File: src/rtl/encoder_8_3_seq.sv
// Sequential 8-to-3 encoder.
// Rising edges on the request lines are captured into a pending set. One pending
// index at a time moves into a single-entry output register, which is presented
// over a valid/ready handshake. Selection is either fixed priority (lowest index
// first) or rotating (search starts just above the last index emitted).
module encoder_8_3_seq #(
    parameter bit ROUND_ROBIN = 1'b0
) (
    input  logic       sys_clk,
    input  logic       sys_rst,
    input  logic [7:0] in_req,
    output logic [2:0] code_out,
    output logic       code_valid,
    input  logic       code_ready,
    output logic [7:0] pending,
    output logic       lost,
    output logic       busy
);

    logic [7:0] prev_req;
    logic [2:0] last_idx;
    logic [7:0] rise;
    logic       load;
    logic       any_pend;
    logic [2:0] sel;
    logic [2:0] idx;
    logic       found;
    logic [7:0] take_mask;

    // Edge detect, output-stage availability and the bit leaving pending this cycle
    always_comb begin
        rise      = in_req & ~prev_req;
        load      = ~code_valid | code_ready;
        any_pend  = |pending;
        take_mask = (load && any_pend) ? (8'd1 << sel) : 8'd0;
        busy      = code_valid | any_pend;
    end

    // Pick the next index from the registered pending set only; new rises wait a cycle
    always_comb begin
        sel   = 3'd0;
        idx   = 3'd0;
        found = 1'b0;
        if (ROUND_ROBIN) begin
            // Walk last_idx+1 .. last_idx+8 modulo 8; the 3-bit add provides the wrap
            for (int i = 1; i <= 8; i++) begin
                idx = last_idx + 3'(i);
                if (!found && pending[idx]) begin
                    sel   = idx;
                    found = 1'b1;
                end
            end
        end else begin
            // Scan high to low so the lowest set bit is the one left in sel
            for (int i = 7; i >= 0; i--) begin
                if (pending[i]) begin
                    sel = 3'(i);
                end
            end
        end
    end

    // Pending set, output register, rotation pointer and loss flag
    always_ff @(posedge sys_clk) begin
        prev_req <= in_req;
        if (sys_rst) begin
            code_out   <= 3'd0;
            code_valid <= 1'b0;
            pending    <= 8'd0;
            lost       <= 1'b0;
            last_idx   <= 3'd7;
        end else begin
            // A rise only counts as lost when its bit is already waiting and stays waiting
            lost    <= |(rise & pending & ~take_mask);
            pending <= (pending & ~take_mask) | rise;
            if (load) begin
                if (any_pend) begin
                    code_out   <= sel;
                    code_valid <= 1'b1;
                    last_idx   <= sel;
                end else begin
                    code_valid <= 1'b0;
                end
            end
        end
    end

endmodule

File: config.mk
export PLATFORM = sky130hd
export DESIGN_NAME = encoder_8_3_seq
export DESIGN_NICKNAME = d
export VERILOG_FILES = /design/src/rtl/encoder_8_3_seq.sv
export SDC_FILE = /design/constraint.sdc
export NUM_CORES = 1
export LEC_CHECK = 0
export ABC_AREA = 1
export CORE_MARGIN = 8
export CORE_UTILIZATION = 46
export DETAILED_ROUTE_END_ITERATION = 16
export PLACE_DENSITY = 0.76
export SLEW_MARGIN = 5
export SYNTH_ARGS = -nofsm -noshare
export SYNTH_HDL_FRONTEND = slang
export SYNTH_SLANG_ARGS = --single-unit
File: constraint.sdc
create_clock -name sys_clk -period 1.9 [get_ports sys_clk]
set_input_delay 0.285 -clock sys_clk [delete_from_list [all_inputs] [get_ports sys_clk]]
set_output_delay 0.285 -clock sys_clk [all_outputs]
set_load 0.05 [all_outputs]
### Word level (Yosys, flattened, before mapping)

Index checks and enable logic that the tools add are counted.

| cells by class | value |
|---|---|
| multiplexer cells | 10 |
| bitwise operators | 10 |
| reduce and logical (&&, ||, !) cells | 4 |
| shifts and indexed selects | 1 |

Operators by type and width:

| kind | number |
|---|---|
| 8-bit AND | 4 |
| 3-bit 2-to-1 mux | 8 |
| 8-bit inverter | 2 |
| 8-bit OR reduction | 2 |
| 8-bit 2-to-1 mux | 1 |
| 8-bit bitwise OR | 1 |
| 1-bit by 3-bit << shifter with 8-bit output, first input constant | 1 |
| 1-bit bitwise OR | 2 |
| 2-bit AND reduction | 1 |
| 1-bit logical AND | 1 |
| 1-bit 2-to-1 mux | 1 |
| 1-bit inverter | 1 |

| storage, ports and cells | value |
|---|---|
| input bits | 11 |
| register bits after elaboration | 21 |

### Depth between registers and ports, before layout

Gate-level depths: netlist of the first run.

| depth | value |
|---|---|
| depth after elaboration | 13 |
| depth in mapped cells | 14 |

### Worst setup path before layout of the first run

No wires, ideal clock.

| timing path | value |
|---|---|
| path kind | reg-to-reg |
| from | register pending[6] |
| to | register lost |
| library setup time | 126 ps |
| stages on the path, launching flop included | 14 |
| period minus slack after synthesis | 1671 ps |
| arrival | 1545 ps |
| slack | 229 ps |
| buffers on the path | 0 |
| data required time | 1774 ps |
| path through | dfxtp_1 inv_1 nand2_1 nand2_1 nand2_1 nand2_2 nor2_2 nand2_1 nand3_1 nand2_1 clkinv_1 nand3_2 nor2_2 nor2_1 |

| on the way | value |
|---|---|
| cells in the longest elaborated chain, start to end | 12 |
| elaborated cells on any way between the ends | 15 |

RTL lines:

| element | line | text |
|---|---|---|
| from (decl) | 15 | `output logic [7:0] pending,` |
| from (signal assigned) | 75 | `pending <= (pending & ~take_mask) \| rise;` |
| 3-bit 2-to-1 mux (7 in series) | 56 | `if (pending[i]) begin` |
| 1-bit by 3-bit << shifter with 8-bit output | 35 | `take_mask = (load && any_pend) ? (8'd1 << sel) : 8'd0;` |
| 8-bit 2-to-1 mux | 35 |  |
| 8-bit inverter | 74 | `lost <= \|(rise & pending & ~take_mask);` |
| 8-bit AND * | 74 |  |
| 8-bit OR reduction * | 74 |  |
| to (signal assigned) | 74 |  |
| to (decl) | 16 | `output logic lost,` |

Every way passes the cells marked *; elsewhere a longest branch is shown, timed or not.
A chain may end at the register's enable or synchronous reset.

### Worst setup path after layout of the first run

| timing path | value |
|---|---|
| from | register pending[2] |
| to | output port pending[2] |

No word-level cell between the ends.

==> results.toml, run 1 <==
[place]
pre_cts_slack_ns = 0.2224
dp_cells = 176
portBuffers = 24
dp_hpwl_mm = 1.563
place.gp.congestion = 0.8809

[yosys]
syn-num-nets = 136
yosys_warnings = 0
syn_area_per_cell_um2 = 7.257
post-synth-top-area-fraction = 0.4634
synthTopCellsByArea = "dfxtp_1, nand2_1, inv_1"
synthFlopType = "dfxtp_1"
synth_edf_count = 0
yosysUniqueCellTypes = 18
syn_inst = 125
yosysMostFrequentCell = "nand2_1"
synth.largest_area_cell = "dfxtp_1"
yosys-top-cells-count = "nand2_1, inv_1, dfxtp_1, a21oi_1, nor2_1"
ys_seq_area_frac = 0.4634
async_flop_share = 0
yosys_register_bits = 21
syn_area_um2 = 907.1

[worst_setup_path]
endpoint = "pending[2]"
cp_data_required_time_ns = 1.62
crit_family = "buffers and inverters"
crit_path_cell_trace = "clkdlybuf4s50_1"
critPathMaxStageDelay_ns = 0.83
ff2ff_setup_slack_ns = 0.46
r2r-start = "pending[1]$_SDFF_PP0_"
regToRegEndpoint = "lost$_SDFF_PP0_"
end_kind = "primary output"
startpoint_type = "register"
critical_path_arrival_ns = 1.54
path_class = "reg2out"
cp_slowest_cell = "clkdlybuf4s50_1"
worstSetupStartpoint = "pending[2]$_SDFF_PP0_"
r2r_cells = 12
path_depth = 1
cp_max_fo = 4
critPathBufInv = 1

[timing]
tightest_slew_ns = 0.5089
slew_viol_final = 0
fin_hold_ws_ns = 0.4356
rsz0062_at_grt = "false"
fmax_mhz = 547.1
period_needed_ns = 1.828
finClkSkew_ns = 0.002653
setup_slack_ns = 0.07234
post-route-period-util = 0.9619
setup_violations = 0
finalHoldViolations = 0
fin_setup_tns_ns = 0
relSlewSlack = 0.6597

[die]
start_util = 0.4770
die_area_mm2 = 0.003649
io_pins = 25
die_w_um = 60.41
core_area_mm2 = 0.001902
rows = 16
die_y_um = 60.41

[cts]
clk_latency_ns = 0.30
h-tree-depth = 1
cts_buffer_depth = 2
cts.sinks = 21
numCtsBuffers = 3
root_buffer = "clkbuf_4"
cts_tree = "built"
postCtsSetupRepairBufs = 0
clk_pin_slew_ns = 0.11

[detailed_routing]
via_per_inst = 4.706
firstDrtPassIters = 4
drt-initial-drc-count = 19
routedWlPerCell_um = 11.05
ant_nets = 0
top_layer_used = "met4"
num_vias = 847
wl_met3_um = 89
dr_wl_met2_um = 931
wl_mm = 1.989
post-route-drc-count = 0
met1_length_um = 910

[job]
drv_cap = 0

[status]
status = "finished clean"

[global_route]
grt_pass1_vias = 837
overflow = 0
grt_max_degree = 12
grt_pass1_wl_mm = 3.546
antenna_found_initial = 0
grt_use_total = 0.1284

[power_and_ir_drop]
ir_worst_vdd_v = 0.0005597
seq_power_share = 0.484
power_leakage_nw = 0.5973
powerDensity_mw_per_mm2 = 847.4
p_total_mw = 1.023
p_switching_uw = 357.9
p_clk_frac = 0.209
p_int_uw = 665.2
power_frac_comb = 0.306
switching_share = 0.3499

[finish]
nFillCells = 170
fin_cells = 180
layout.nets = 165
syn_to_final_growth_pct = 33.10
diodes = 0
final_layout_size_suffix_gt1_frac = 0.09804

[worst_hold_path]
hp-class = "in2reg"
## power by group through the flow
stage | combinational (mW) | sequential [mW] | clock (mW)
floorplan | 0.127 | 0.590 | 0
global placement | 0.309 | 0.505 | 0
detailed placement | 0.314 | 0.506 | 0
CTS | 0.316 | 0.496 | 0.226
global route | 0.341 | 0.501 | 0.244
finish | 0.313 | 0.495 | 0.214
## logic make-up (layout without fill, tap and decap cells)
family                 Yosys count  after routing  share of synthesized area
and+or+nand+nor                 63             63                     0.3310
buffers and inverters           25             53                     0.1131
DFF                             21             21                     0.4634
AOI/OAI and AO/OA               16             16                    0.09242
## flip-flops by register name (all words and copies together) (netlist names)
register,flops
code_out,3
prev_req,8
lost,1
code_valid,1
pending,8
## final cells by class
| cell class | instances | area, µm² | area share |
|---|---|---|---|
| Clock buffer | 4 | 26.28 | 0.02176 |
| Inverter | 24 | 90.09 | 0.07461 |
| Multi-Input combinational cell | 79 | 384.1 | 0.3181 |
| Sequential cell | 21 | 420.4 | 0.3482 |
| Tap cell | 27 | 33.78 | 0.02798 |
| Timing Repair Buffer | 25 | 252.7 | 0.2093 |
## cells in the final DEF, fill, tap and decap left out
cell,netlist,layout
nand2_1,34,34
inv_1,23,23
buf_4,0,2
o22ai_1,1,1
nand4_1,3,3
clkdlybuf4s50_1,0,20
dfxtp_1,21,21
clkinv_1,1,1
nand2_4,1,1
nand3_2,1,1
nand3_1,3,3
nor2_1,12,12
nand2_2,2,2
o21a_1,1,1
nand3b_1,1,1
nor2_4,3,3
nor2_2,3,3
clkbuf_1,0,1
o21ai_0,2,2
clkbuf_4,0,3
dlymetal6s2s_1,1,3
a21oi_1,12,12
## repair_timing
action | in CTS | in global routing
hold buffers | 0 | 0
resized for setup | 0 | 3
setup endpoints to repair | 0 | 3
## stage by stage
step                      cell area [µm²]  utilization
after global placement               1174       0.6171
after global routing                 1207       0.6349
final                                1207       0.6349
after CTS                            1200       0.6309
after detailed placement             1174       0.6171
after floorplan                     907.1            -
## layer usage
metal,global-route usage,vias to the layer above
met5,0,-
met4,0.1088,0
met3,0.03178,5
met2,0.2027,30
met1,0.1416,371
li1,-,441
## worst min path at each step
stage,start,endpoint,slack [ns],depth (start not counted)
after global placement,code_out[2]$_SDFFE_PP0P_,code_out[2]$_SDFFE_PP0P_,0.46,2
after CTS,in_req[2],prev_req[2]$_DFF_P_,0.42,1
final,in_req[2],prev_req[2]$_DFF_P_,0.44,1
after detailed placement,code_out[2]$_SDFFE_PP0P_,code_out[2]$_SDFFE_PP0P_,0.46,2
after floorplan,in_req[0],prev_req[0]$_DFF_P_,0.31,0
after global routing,in_req[6],prev_req[6]$_DFF_P_,0.43,1
Power figures use the tool's default switching activity.
==> inputs of run 2 (changes only) <==
--- a/config.mk
+++ b/config.mk
@@ -10,7 +10,7 @@
 export CORE_UTILIZATION = 46
 export DETAILED_ROUTE_END_ITERATION = 16
 export PLACE_DENSITY = 0.76
-export SLEW_MARGIN = 5
+export SLEW_MARGIN = 10
 export SYNTH_ARGS = -nofsm -noshare
 export SYNTH_HDL_FRONTEND = slang
 export SYNTH_SLANG_ARGS = --single-unit
==> results of run 2 <==
The final DEF is identical to that of run 1; final timing and power are the same.
